$ cat config.mk
export PLATFORM = sky130hd
export DESIGN_NAME = dut_in_fifo
export DESIGN_NICKNAME = d
export VERILOG_FILES = /design/src/rtl/dut_in_fifo.sv
export SDC_FILE = /design/constraint.sdc
export NUM_CORES = 1
export LEC_CHECK = 0
export ABC_AREA = 1
export BUFFER_PORTS_ARGS = -buffer_cell sky130_fd_sc_hd__buf_2
export CAP_MARGIN = 40
export CORE_ASPECT_RATIO = 1.5
export CORE_UTILIZATION = 45
export CTS_CLUSTER_DIAMETER = 100
export DETAILED_ROUTE_END_ITERATION = 8
export PLACE_DENSITY_LB_ADDON = 0.08
export SKIP_CTS_REPAIR_TIMING = 1
export SLEW_MARGIN = 20
export SYNTH_ARGS = -nofsm -noshare
export SYNTH_HDL_FRONTEND = slang
export SYNTH_SLANG_ARGS = --single-unit
$ cat constraint.sdc
create_clock -name clk -period 7.12 [get_ports clk]
set_input_delay 0.712 -clock clk [delete_from_list [all_inputs] [get_ports clk]]
set_output_delay 0.712 -clock clk [all_outputs]
set_load 0.02 [all_outputs]
$ cat src/rtl/dut_in_fifo.sv
// dut_in_fifo -- ingress buffer in front of the dut_top datapath.
//
// Stores DW-bit words in strict FIFO order in a RAM array backed by a
// one-word registered output stage (first-word-fall-through). Reports the
// current fill level and a high-water mark.
//
// Ports:
//   clk        single clock
//   rst_n      asynchronous active-low reset
//   flush      synchronous clear, overrides all traffic in the same cycle
//   in_valid   upstream word present
//   in_data    upstream word
//   in_ready   buffer can accept a word (independent of out_ready)
//   out_valid  out_data holds the oldest stored word
//   out_data   head word
//   out_ready  downstream takes the word this cycle
//   level      words held, array plus output register
//   hwm        maximum level since reset or flush
//
// Optional feature macro: DUT_IN_FIFO_BYPASS_EN
//   When defined, an empty FIFO presents the incoming word combinationally
//   on the output; if it is taken in that same cycle it is never stored.
module dut_in_fifo #(
  parameter  int DW    = 16,
  parameter  int DEPTH = 16,
  localparam int AW    = $clog2(DEPTH)
) (
  input  logic          clk,
  input  logic          rst_n,
  input  logic          flush,
  input  logic          in_valid,
  input  logic [DW-1:0] in_data,
  output logic          in_ready,
  output logic          out_valid,
  output logic [DW-1:0] out_data,
  input  logic          out_ready,
  output logic [AW:0]   level,
  output logic [AW:0]   hwm
);

  localparam logic [AW:0] FULL_LEVEL = (AW+1)'(DEPTH);

  logic [DW-1:0] mem [DEPTH];

  logic [AW-1:0] wr_ptr_reg;
  logic [AW-1:0] rd_ptr_reg;
  logic [AW:0]   level_reg;
  logic [AW:0]   hwm_reg;
  logic          out_valid_reg;
  logic [DW-1:0] out_data_reg;
  // Holds in_ready low until the first clock edge after reset release.
  logic          init_reg;

  logic [AW:0]   arr_count;
  logic [AW:0]   level_next;
  logic          wr;
  logic          rd;
  logic          store;
  logic          reg_load;
  logic          from_arr;
  logic          direct;
  logic          arr_wr;

  always_comb begin
    in_ready = init_reg && (level_reg != FULL_LEVEL);
    wr       = in_valid && in_ready;
    rd       = out_valid_reg && out_ready;
`ifdef DUT_IN_FIFO_BYPASS_EN
    // Bypass only when nothing is stored, so ordering cannot be violated.
    out_valid = out_valid_reg;
    out_data  = out_data_reg;
    store     = wr;
    if (!flush && wr && (level_reg == '0)) begin
      out_valid = 1'b1;
      out_data  = in_data;
      // Word consumed straight through: it never enters the buffer.
      store     = !out_ready;
    end
`else
    out_valid = out_valid_reg;
    out_data  = out_data_reg;
    store     = wr;
`endif
    // Words sitting in the array, excluding the output register.
    arr_count  = level_reg - (AW+1)'(out_valid_reg);
    reg_load   = !out_valid_reg || rd;
    from_arr   = reg_load && (arr_count != '0);
    // With the array empty, a fresh word skips the array and lands in the
    // output register directly, giving the one-cycle latency.
    direct     = reg_load && (arr_count == '0) && store;
    arr_wr     = store && !direct;
    level_next = level_reg + (AW+1)'(store) - (AW+1)'(rd);
    level      = level_reg;
    hwm        = hwm_reg;
  end

  // Array storage: no reset so it maps onto block RAM.
  always_ff @(posedge clk) begin
    if (arr_wr && !flush) begin
      mem[wr_ptr_reg] <= in_data;
    end
  end

  always_ff @(posedge clk or negedge rst_n) begin
    if (!rst_n) begin
      wr_ptr_reg    <= '0;
      rd_ptr_reg    <= '0;
      level_reg     <= '0;
      hwm_reg       <= '0;
      out_valid_reg <= 1'b0;
      out_data_reg  <= '0;
      init_reg      <= 1'b0;
    end else begin
      init_reg <= 1'b1;
      if (flush) begin
        wr_ptr_reg    <= '0;
        rd_ptr_reg    <= '0;
        level_reg     <= '0;
        hwm_reg       <= '0;
        out_valid_reg <= 1'b0;
      end else begin
        if (arr_wr) begin
          wr_ptr_reg <= wr_ptr_reg + AW'(1);
        end
        if (from_arr) begin
          rd_ptr_reg <= rd_ptr_reg + AW'(1);
        end
        if (reg_load) begin
          if (from_arr) begin
            out_data_reg  <= mem[rd_ptr_reg];
            out_valid_reg <= 1'b1;
          end else if (direct) begin
            out_data_reg  <= in_data;
            out_valid_reg <= 1'b1;
          end else begin
            out_valid_reg <= 1'b0;
          end
        end
        level_reg <= level_next;
        if (level_next > hwm_reg) begin
          hwm_reg <= level_next;
        end
      end
    end
  end

endmodule

After elaboration in Yosys (flattened, before gate mapping)
Memories as Yosys holds them, arrays and structs flattened.
Cells that the tools add are included.
- bits of input ports: 21
- logic and storage cells: 51
- bits in registers: 36
- memories: 1
- output and inout port bits: 28
- RAM bits: 256
- bitwise gates (word level): 1
- multiplexer cells: 15
- $lt $le $gt $ge: 1
- $add $sub $neg: 5
- reduce and logical (&&, ||, !) cells: 20
- equal/unequal tests: 1
- memories (name ; depth ; bits a word ; rd ports ; clocked after memory_dff ; wr ports ; line ; RTL):
    mem ; 16 ; 16 ; 1 ; 0 ; 1 ; 43 ; logic [DW-1:0] mem [DEPTH];
- operators by type and width (cell ; number):
    16-bit two-way mux ; 2
    4-bit two-way mux ; 4
    5-bit two-way mux ; 3
    2-bit nonzero test ; 5
    5-bit by 1-bit subtractor with 5-bit output ; 2
    4-bit by 1-bit adder with 4-bit output, second input constant ; 2
    1-bit logical AND ; 8
    1-bit two-way mux ; 6
    5-bit by 1-bit adder with 5-bit output ; 1
    5-bit greater-than comparator ; 1
    5-bit zero test ; 1
    5-bit inequality test, second input constant ; 1
    5-bit nonzero test ; 1
    1-bit zero test ; 3
    3-bit AND reduction ; 1
    1-bit logical OR ; 1
    1-bit inverter ; 1

Depth between registers and ports, before layout
Gate-level depths: netlist of run 1.
- depth in word-level cells: 9
- mapped depth: 25
- mapped depth without buffers: 25

Least setup slack after synthesis of run 1
Ideal clock, no wire load.
- path type: flip-flop to flip-flop
- start: reg level_reg[2] (netlist: level[2])
- end: reg hwm_reg[4] (netlist: hwm[4])
- clock period less this slack: 3634 ps
- slack: 3486 ps
- cell stages (with the launch flop): 26
- library setup time: 128 ps
- arrival time: 3506 ps
- cell sequence: dfrtp_1 > inv_1 > ha_1 > inv_1 > nor2_1 > nand2_1 > nand3_2 > ha_1 > inv_1 > ha_1 > inv_1 > fa_1 > nor2_1 > o21bai_1 > nand2_1 > xor2_1 > inv_1 > ha_1 > nand2_1 > inv_1 > o21ai_0 > nand2_1 > o22ai_1 > nand2_1 > nand2_1 > o21ai_0
- longest elaborated chain between the ends: 7
- elaborated cells between the ends (all ways): 9
- those cells by class: add/sub: 2; order compare: 1; eq/ne: 1; mux: 2; reduce/logical: 3
- ends and longest elaborated chain (what ; line ; RTL):
    start, declared ; 47 ; logic [AW:0] level_reg;
    start signal, assigned ; 139 ; level_reg <= level_next;
    5-bit inequality test ; 65 ; in_ready = init_reg && (level_reg != FULL_LEVEL);
    1-bit logical AND ; 65 ;
    1-bit logical AND ; 66 ; wr = in_valid && in_ready;
    5-bit by 1-bit adder with 5-bit output * ; 92 ; level_next = level_reg + (AW+1)'(store) - (AW+1)'(rd);
    5-bit by 1-bit subtractor with 5-bit output * ; 92 ;
    5-bit greater-than comparator / 5-bit two-way mux (equally long branches) ; 140 ; if (level_next > hwm_reg) begin
    2-bit nonzero test (no line) / 5-bit two-way mux (equally long branches) ; - ;
    end signal, assigned ; 141 ; hwm_reg <= level_next;
    end, declared ; 48 ; logic [AW:0] hwm_reg;
Mark *: on every way between the ends. The rest lies on a longest branch, timed or not. The select of a mux whose other input is x is not followed.
A chain may end at the register's enable or synchronous reset.

Worst setup path after layout of run 1
- start: reg level_reg[2] (netlist: level[2])
- end: reg hwm_reg[3] (netlist: hwm[3])
The elaborated chain is that of the path after synthesis.

==> results.sh, run 1 <==
export IMPL_grt_pass1_wl_mm=49.70
export IMPL_nNetsFinal=1273
export IMPL_syn_instance_count=1187
export IMPL_antenna_found_initial=1
export IMPL_cts_sinks=292
export IMPL_synthesis_area_um2=12740
export IMPL_critPathRequiredTime_ns=7.55
export IMPL_p_leak_nw=5.678
export IMPL_port_buffer_count=48
export IMPL_clk_pin_slew_ns=0.07
export IMPL_regArea_um2=8596
export IMPL_dieArea_um2=28990
export IMPL_multi_input_area_um2=3596
export IMPL_p_sw_mw=1.831
export IMPL_drt_iter0_markers=614
export IMPL_p_clk_frac=0.282
export IMPL_min_period_ns=3.913
export IMPL_startpoint_type="register"
export IMPL_rows=75
export IMPL_min_path_type="in2async"
export IMPL_grt_busiest_layer="met2"
export IMPL_largest_reg_flops=256
export IMPL_internal_power_mw=3.272
export IMPL_fmax_mhz=255.6
export IMPL_combPwrFrac=0.316
export IMPL_wl_mm=32.27
export IMPL_pre_cts_ws_ns=3.184
export IMPL_arrival_ns=4.34
export IMPL_viasPerCell=5.304
export IMPL_cts_tree="built"
export IMPL_grt_max_degree=76
export IMPL_finalSetupViolations=0
export IMPL_yosys_warnings=0
export IMPL_end_kind="register"
export IMPL_worstPathMaxFanout=9
export IMPL_timing_final_max_slew_violations=0
export IMPL_pwr_share_seq=0.402
export IMPL_die_h_um=208.1
export IMPL_outcome="complete, no violations"
export IMPL_first_pass_iters=5
export IMPL_period_share=0.5495
export IMPL_crit_slowest_cell="fa_1"
export IMPL_routedWlPerCell_um=20.15
export IMPL_synth_cell_types=29
export IMPL_gr_total_overflow=0
export IMPL_drive_gt1_frac=0.1276
export IMPL_numCtsBuffers=29
export IMPL_area_growth_pct=12.26
export IMPL_gp_congestion=0.7520
export IMPL_start_util=0.4570
export IMPL_ys_seq_area_frac=0.6743
export IMPL_power_mw=5.103
export IMPL_worst_slew_pin_slew_ns=0.8338
export IMPL_ios=49
export IMPL_cts_root_buf="clkbuf_16"
export IMPL_p_per_area_nw_per_um2=356.9
export IMPL_crit_buf_inv=6
export IMPL_rsz0062_at_grt="no"
export IMPL_synth_avg_cell_area_um2=10.73
export IMPL_finalSetupTns_ns=0
export IMPL_fin_area_um2=14300
export IMPL_syn_nets=1228
export IMPL_drt_antenna_violating_nets=0
export IMPL_grtUsageMet3=0.03061
export IMPL_drc=0
export IMPL_finalHoldViolations=0
export IMPL_crit_family="adder cells"
export IMPL_drv_cap=0
export IMPL_gr_usage_met1=0.2856
export IMPL_dpl_cell_area_um2=13420
export IMPL_grt_usage=0.2303
export IMPL_worst_path_largest_cell_delay_ns=0.40
export IMPL_clk_latency_ns=0.56
export IMPL_ys_ff_latch=292
export IMPL_use_met2=0.3881
export IMPL_worstSetupPathType="reg2reg"
export IMPL_route_vias_total=8491
export IMPL_fin_ws_ns=3.207
export IMPL_dp_cells=1547
export IMPL_fp_dieW_um=139.4
export IMPL_grt_pass1_vias=8413
export IMPL_fp_coreArea_um2=27870
export IMPL_irDropWorstVdd_uv=277.0
export IMPL_swShare=0.3588
export IMPL_hpwlAfterDp_mm=18.98
export IMPL_relSlewSlack=0.4407
export IMPL_clk_path_buf_depth=3
export IMPL_fill_cells=2491
export IMPL_htree_levels=1
export IMPL_layout_cells_non_filler=1601
export IMPL_finalClockSkew_ns=0.008751
## synthesized netlist by cell type, drive strengths merged
library cell    n  area (um2)
a21oi           2       10.01
nor2          130       505.5
conb            1       3.750
xor2            7       61.31
o22ai           1       6.260
ha             19       237.7
clkbuf         11       41.29
nand2         389        1495
nor3            2       10.01
clkinv          2       7.510
buf            49       282.8
nand3         128       700.7
o211ai         32       240.2
inv            71       266.5
o21ai          43       215.2
nand4           6       37.54
fa              1       20.02
dfrtp          36       900.9
edfxtp        256        7687
o21bai          1       7.510
## kinds of logic after synthesis
| logic type | Yosys count | share of synthesized area |
|---|---|---|
| adder cells (fa/ha/maj) | 20 | 0.02024 |
| AND/OR/NAND/NOR | 655 | 0.2158 |
| XOR/XNOR | 7 | 0.004813 |
| flip-flops | 292 | 0.6743 |
| AO/OA/AOI/OAI | 79 | 0.03762 |
| other | 1 | 0.0002944 |
| buffers and inverters | 133 | 0.04696 |
## cells in the final DEF, fill, tap and decap left out, types with 16 or more instances in the layout
cell | netlist | routed
buf_4 | 0 | 20
edfxtp_1 | 256 | 256
nand3_1 | 116 | 116
o21ai_0 | 32 | 32
nand2_1 | 379 | 379
dfrtp_1 | 36 | 34
clkbuf_16 | 0 | 29
nor2_1 | 127 | 111
buf_2 | 37 | 48
inv_1 | 68 | 66
ha_1 | 19 | 19
o211ai_1 | 32 | 32
nor2_2 | 1 | 16
## stage by stage
step           hold slack, ns    util
5_1_grt              0.002155  0.5130
6_report             0.003771  0.5130
3_3_place_gp           0.4605  0.4766
4_1_cts              -0.01026  0.5130
3_5_place_dp           0.4654  0.4815
2_1_floorplan          0.4164       -
## worst reg2reg max path: cells and delay by family (launching register included)
| family | cells | cell delay, ns |
|---|---|---|
| adders and majority gates | 5 | 1.40 |
| AOI/OAI and AO/OA | 4 | 0.39 |
| buffers and inverters | 6 | 0.42 |
| and+or+nand+nor | 9 | 1.01 |
| xor gates and xnor gates | 1 | 0.20 |
| DFF | 1 | 0.38 |
## metal layers
| metal | part of all wire | wire, um | vias to the layer above |
|---|---|---|---|
| met5 | 0.00040 | 13 | - |
| li1 | - | - | 4084 |
| met3 | 0.047 | 1506 | 83 |
| met2 | 0.49 | 15870 | 230 |
| met1 | 0.41 | 13150 | 4092 |
| met4 | 0.053 | 1726 | 2 |
## path summary, 6_finish.rpt
check | from | endpoint | slack, ns | depth (start not counted)
setup / recovery | level[2] | hwm[3] | 3.21 | 25
hold / removal | rst_n | out_data[9] | 0.004 | 1
setup reg to reg | level[2] | hwm[3] | 3.21 | 25
hold reg to reg | out_data[10] | out_data[10] | 0.48 | 2
max in group asynchronous | rst_n | rd_ptr_reg[0] | 6.66 | 2
min in group clk | out_data[10] | out_data[10] | 0.48 | 2
## final cells by class
| class | count | area share |
|---|---|---|
| antenna | 1 | 0.0001750 |
| multi-input combinational | 762 | 0.2515 |
| clock buffer | 39 | 0.05478 |
| sequential | 292 | 0.6012 |
| inverter | 73 | 0.01916 |
| timing repair buffer | 74 | 0.03640 |
| tap | 346 | 0.03028 |
| clock inverter | 14 | 0.006563 |
## power groups by stage
stage          Combinational (mW)  Clock, mW  Sequential [mW]
5_1_grt                      1.83       1.54             2.06
6_report                     1.61       1.44             2.05
4_1_cts                      1.64       1.47             2.05
2_1_floorplan                1.11          0             2.13
3_3_place_gp                 1.58          0             2.08
3_5_place_dp                 1.63          0             2.09
No activity file was read; power rests on OpenSTA's default activity.
==> run 2, diff against run 1 <==
==> constraint.sdc (replaced) <==
create_clock -name clk -period 3.8 [get_ports clk]
set_input_delay 0.38 -clock clk [delete_from_list [all_inputs] [get_ports clk]]
set_output_delay 0.38 -clock clk [all_outputs]
set_load 0.02 [all_outputs]
==> run 2 against run 1 <==
  * First-iteration DRC count is 14% lower
  * Largest power group unchanged
  * Cell count is 0.44% higher
  * Highest routed layer unchanged
  * Largest cell class unchanged
  * Total power is 89% higher
  * Clock skew is 0.0031 ns lower
==> results.sh, run 2 (synthesis gave the netlist of run 1 again) <==
export IMPL_cts_tree="built"
export IMPL_worstPathMaxFanout=5
export IMPL_startpoint_type="register"
export IMPL_first_pass_iters=5
export IMPL_min_period_ns=3.500
export IMPL_ios=49
export IMPL_gp_congestion=0.7782
export IMPL_worstSetupPathType="reg2reg"
export IMPL_finalClockSkew_ns=0.005693
export IMPL_routedWlPerCell_um=20.45
export IMPL_clk_path_buf_depth=3
export IMPL_clk_latency_ns=0.55
export IMPL_fp_dieW_um=139.4
export IMPL_p_per_area_nw_per_um2=674.1
export IMPL_hpwlAfterDp_mm=19.41
export IMPL_start_util=0.4570
export IMPL_htree_levels=1
export IMPL_layout_cells_non_filler=1608
export IMPL_rows=75
export IMPL_viasPerCell=5.321
export IMPL_drive_gt1_frac=0.1371
export IMPL_relSlewSlack=0.4256
export IMPL_largest_reg_flops=256
export IMPL_port_buffer_count=48
export IMPL_antenna_found_initial=1
export IMPL_gr_total_overflow=0
export IMPL_rsz0062_at_grt="no"
export IMPL_power_mw=9.669
export IMPL_grt_pass1_wl_mm=49.67
export IMPL_grt_usage=0.2330
export IMPL_nNetsFinal=1282
export IMPL_n_antenna_cell=0
export IMPL_drv_cap=0
export IMPL_drt_iter0_markers=531
export IMPL_numCtsBuffers=27
export IMPL_finalSetupTns_ns=0
export IMPL_period_share=0.9210
export IMPL_grt_pass1_vias=8292
export IMPL_area_growth_pct=12.60
export IMPL_timing_final_max_slew_violations=0
export IMPL_fin_area_um2=14340
export IMPL_min_path_type="in2reg"
export IMPL_p_leak_nw=5.687
export IMPL_cts_sinks=292
export IMPL_route_vias_total=8556
export IMPL_dpl_cell_area_um2=13470
export IMPL_clk_pin_slew_ns=0.06
export IMPL_grt_max_degree=72
export IMPL_end_kind="register"
export IMPL_critPathRequiredTime_ns=4.23
export IMPL_dieArea_um2=28990
export IMPL_wl_mm=32.89
export IMPL_fmax_mhz=285.7
export IMPL_drc=0
export IMPL_hold_ws_ns=0.1610
export IMPL_outcome="complete, no violations"
export IMPL_mostFrequentLayoutCells="377 x nand2_1, 256 x edfxtp_1, 116 x nand3_1"
export IMPL_worst_slew_pin_slew_ns=0.8563
export IMPL_irDropWorstVdd_uv=774.2
export IMPL_finalHoldViolations=0
export IMPL_layout_commonest_cell="nand2_1"
export IMPL_cts_root_buf="clkbuf_16"
export IMPL_die_h_um=208.1
export IMPL_arrival_ns=3.93
export IMPL_dp_cells=1553
export IMPL_drt_antenna_violating_nets=0
export IMPL_finalSetupViolations=0
export IMPL_fp_coreArea_um2=27870
==> run 2: cell types whose count changed in the layout (fill, tap and decap cells not counted), moves of 2 or more <==
cell	delta
clkbuf_8	-2
clkbuf_16	-2
inv_2	-2
buf_16	-2
buf_4	+7
inv_1	+2
buf_12	+4
nand2_1	-2
nand2_2	+2
clkinv_2	+3
==> run 2: layout make-up <==
cell class / instances / area (um2)
clock buffers: 34 / 701.9
clock inverters: 16 / 73.82
fillers: 2497 / 13530
inverters: 73 / 274.0
multi-input cells: 763 / 3656
flip-flops and latches: 292 / 8596
well taps: 346 / 432.9
repair buffers: 84 / 608.1
==> run 2: worst paths after layout <==
check / cells after the start / slack, ns / end / start
worst max-delay path: 25 / 0.30 / hwm[2] / level[2]
worst min-delay path: 2 / 0.16 / level[4] / flush
worst max register to register: 25 / 0.30 / hwm[2] / level[2]
worst min register to register: 2 / 0.47 / out_data[0] / out_data[0]
max in group asynchronous: 3 / 3.06 / rd_ptr_reg[1] / rst_n
min in group asynchronous: 2 / 0.26 / out_data[11] / rst_n
==> run 2: where the power goes <==
group	internal, mW	leakage, nW	switching (mW)
clock network	1.31	0.385	1.14
registers	3.67	2.75	0.192
logic	1.15	2.55	2.21
==> run 2: worst max-delay path: stages (launching register included) <==
cell,delay [ns]
dfrtp_1,0.34
inv_1,0.05
ha_1,0.21
inv_1,0.05
nor2_1,0.03
nand2_1,0.08
nand3_2,0.11
ha_1,0.30
inv_1,0.06
ha_1,0.16
inv_1,0.07
fa_2,0.41
nor2_4,0.11
o21bai_1,0.07
nand2_1,0.10
xor2_2,0.17
inv_1,0.09
ha_4,0.22
nand2_2,0.08
inv_1,0.04
o21ai_0,0.07
nand2_1,0.11
o22ai_4,0.20
nand2_4,0.10
nand2_1,0.07
o21ai_0,0.07
==> run 2: layer usage <==
layer,global-route usage,vias to the layer above,routed length (um)
met5,0,-,11
met4,0.09808,2,1247
met3,0.02946,55,1364
met2,0.4138,165,16940
met1,0.2844,4226,13330
li1,-,4108,-
==> run 2: per-stage QoR <==
| stage | worst slack, ns | utilization |
|---|---|---|
| 6_report | 0.3002 | 0.5146 |
| 3_3_place_gp | 0.1427 | 0.4820 |
| 4_1_cts | 0.05768 | 0.5111 |
| 5_1_grt | 0.005197 | 0.5146 |
| 2_1_floorplan | 0.1662 | - |
| 3_5_place_dp | 0.06794 | 0.4833 |
==> run 3, diff against run 2 <==
--- a/config.mk
+++ b/config.mk
@@ -5,7 +5,6 @@
 export SDC_FILE = /design/constraint.sdc
 export NUM_CORES = 1
 export LEC_CHECK = 0
-export ABC_AREA = 1
 export BUFFER_PORTS_ARGS = -buffer_cell sky130_fd_sc_hd__buf_2
 export CAP_MARGIN = 40
 export CORE_ASPECT_RATIO = 1.5
==> run 3 against run 2 <==
  * Non-clock buffer count up 2
  * Global-route usage shrank 3.1 points
  * Clock power up 10%
  * Register-to-register slack lost 0.13 ns
  * Synthesized area fell by 7.4%
  * Sequential power hardly changed
  * Critical path depth decreased by 5
  * Synthesized cell count down 47%
==> results.sh, run 3 <==
export IMPL_min_path_type="in2async"
export IMPL_end_kind="register"
export IMPL_cts_root_buf="clkbuf_16"
export IMPL_drt_antenna_violating_nets=0
export IMPL_irDropWorstVdd_uv=413.1
export IMPL_rr_startpoint="level[2]"
export IMPL_nNetsFinal=752
export IMPL_grt_max_degree=31
export IMPL_yosys_warnings=0
export IMPL_numCtsBuffers=28
export IMPL_dp_cells=1004
export IMPL_viasPerCell=5.659
export IMPL_die_h_um=200.3
export IMPL_first_pass_iters=4
export IMPL_synth_cell_types=43
export IMPL_syn_nets=669
export IMPL_finalHoldViolations=0
export IMPL_arrival_ns=4.06
export IMPL_drive_gt1_frac=0.3138
export IMPL_worst_slew_pin_slew_ns=0.6188
export IMPL_fill_cells=2135
export IMPL_route_vias_total=6032
export IMPL_outcome="complete, no violations"
export IMPL_synth_async_reset_ratio=0.1233
export IMPL_synth_most_common_cell="edfxtp_1"
export IMPL_drt_iter0_markers=303
export IMPL_ios=49
export IMPL_final_util=0.5286
export IMPL_p_leak_nw=4.618
export IMPL_drv_cap=0
export IMPL_r2r_slack_ns=0.17
export IMPL_n_antenna_cell=0
export IMPL_multi_input_area_um2=3055
export IMPL_rows=72
export IMPL_area_growth_pct=15.46
export IMPL_fp_dieW_um=134.2
export IMPL_synthesis_area_um2=11800
export IMPL_p_per_area_nw_per_um2=658.7
export IMPL_fp_coreArea_um2=25760
export IMPL_period_share=0.9551
export IMPL_synth_avg_cell_area_um2=18.78
export IMPL_grt_pass1_wl_mm=40.20
export IMPL_ys_ff_latch=292
export IMPL_routedWlPerCell_um=24.39
export IMPL_cts_tree="built"
export IMPL_dieArea_um2=26880
export IMPL_start_util=0.4578
export IMPL_antenna_found_initial=0
export IMPL_clk_latency_ns=0.54
export IMPL_hpwlAfterDp_mm=16.89
export IMPL_grt_usage=0.2024
export IMPL_fmax_mhz=275.5
export IMPL_port_buffer_count=48
export IMPL_startpoint_type="register"
export IMPL_layout_cells_non_filler=1066
export IMPL_drc=0
export IMPL_syn_instance_count=628
export IMPL_worstPathMaxFanout=5
export IMPL_grt_pass1_vias=6622
export IMPL_critPathRequiredTime_ns=4.23
export IMPL_synthFlopType="edfxtp_1"
export IMPL_synth_area_leaders="edfxtp_1 65%, mux4_2 12%, dfrtp_1 7.6%"
export IMPL_layout_commonest_cell="edfxtp_1"
export IMPL_finalClockSkew_ns=0.01234
export IMPL_synth_edf_count=256
export IMPL_finalSetupViolations=0
export IMPL_reg2reg_depth=20
export IMPL_dpl_cell_area_um2=12650
export IMPL_relSlewSlack=0.5875
export IMPL_cts_sinks=292
export IMPL_regArea_um2=8597
export IMPL_largest_reg_flops=256
export IMPL_wl_mm=26.00
export IMPL_ys_top_cells_by_count="256 x edfxtp_1, 64 x mux4_2, 37 x nor2_1"
export IMPL_mostFrequentLayoutCells="256 x edfxtp_1, 64 x mux4_2, 48 x buf_2"
export IMPL_fin_area_um2=13620
export IMPL_yosysTopAreaCellShare=0.6517
export IMPL_ys_seq_area_frac=0.7281
export IMPL_gr_total_overflow=0
export IMPL_gp_congestion=0.9063
export IMPL_synth_top_cell_by_area="edfxtp_1"
export IMPL_clk_path_buf_depth=3
export IMPL_clk_pin_slew_ns=0.07
export IMPL_worstSetupPathType="reg2reg"
export IMPL_htree_levels=1
export IMPL_timing_final_max_slew_violations=0
export IMPL_min_period_ns=3.629
export IMPL_r2r_end="hwm[1]"
-- run 3: cell count changes in the layout (fill, tap and decap cells not counted), sizes merged, moves of 43 or more --
cell   before  now
o21ai      43    0
nor2      130   38
mux4        0   64
nand3     128   17
nand2     390   24
inv        72   19
-- run 3: power by group --
group	leakage, nW	total (mW)	internal [mW]	switching (mW)
sequential	2.75	3.88	3.66	0.217
clock	0.433	2.70	1.55	1.15
combinational	1.43	2.39	1.15	1.25
total	4.62	8.97	6.36	2.61
-- run 3: worst max-delay path by stage --
stage	cells after the start	endpoint	from	slack [ns]
global placement	20	hwm[0]	level[3]	0.23
detailed placement	20	hwm[1]	level[3]	0.17
global route	20	hwm[3]	level[2]	-0.009
CTS	20	hwm[1]	level[3]	0.15
finish	20	hwm[1]	level[2]	0.17
floorplan	21	hwm[1]	level[3]	0.05
-- run 3: per-layer routing --
metal / GRT usage / part of all wire
met3: 0.02354 / 0.032
met1: 0.2606 / 0.42
met2: 0.3573 / 0.52
met5: 0 / 0
met4: 0.06180 / 0.024
-- run 3: logic make-up (layout without fill, tap and decap cells) --
group / after synthesis / in the layout / share of synthesized area
buffers and inverters: 52 / 157 / 0.02037
flip-flops: 292 / 292 / 0.7281
XOR/XNOR: 7 / 7 / 0.005835
AO/OA/AOI/OAI: 84 / 84 / 0.05580
AND/OR/NAND/NOR: 103 / 103 / 0.04095
multiplexers: 69 / 69 / 0.1268
adder cells (fa/ha/maj): 20 / 20 / 0.02185
other: 1 / 1 / 0.0003179
-- run 3: cell type report --
type	count	area share
Timing Repair Buffer	86	0.04327
Tap cell	333	0.03060
Sequential cell	292	0.6313
Clock inverter	13	0.008269
Inverter	19	0.005421
Clock buffer	39	0.05678
Multi-Input combinational cell	284	0.2244
-- run 3: per-stage QoR --
step,worst slack [ns],setup TNS [ns],hold slack [ns],power (mW)
2_1_floorplan,0.04843,0,0.08441,5.595
3_3_place_gp,0.2346,0,0.4915,6.228
3_5_place_dp,0.1746,0,0.2499,6.302
4_1_cts,0.1527,0,-0.3383,9.007
5_1_grt,-0.008649,-0.01831,0.2210,9.378
6_report,0.1706,0,0.2236,8.970
-- run 3: worst max-delay path, stage by stage, from the launching register on --
cell and delay, ns:
dfrtp_2 0.42, inv_4 0.05, ha_4 0.17, a41oi_4 0.13, and2_4 0.18, inv_2 0.05, ha_1 0.28, inv_1 0.06
ha_2 0.17, inv_2 0.04, fa_2 0.35, nor2_1 0.11, nor2_1 0.05, nor2_1 0.10, nor2_1 0.06, xnor2_1 0.21
ha_1 0.29, and4_1 0.16, a22o_1 0.26, nor2b_4 0.15, a22o_1 0.23
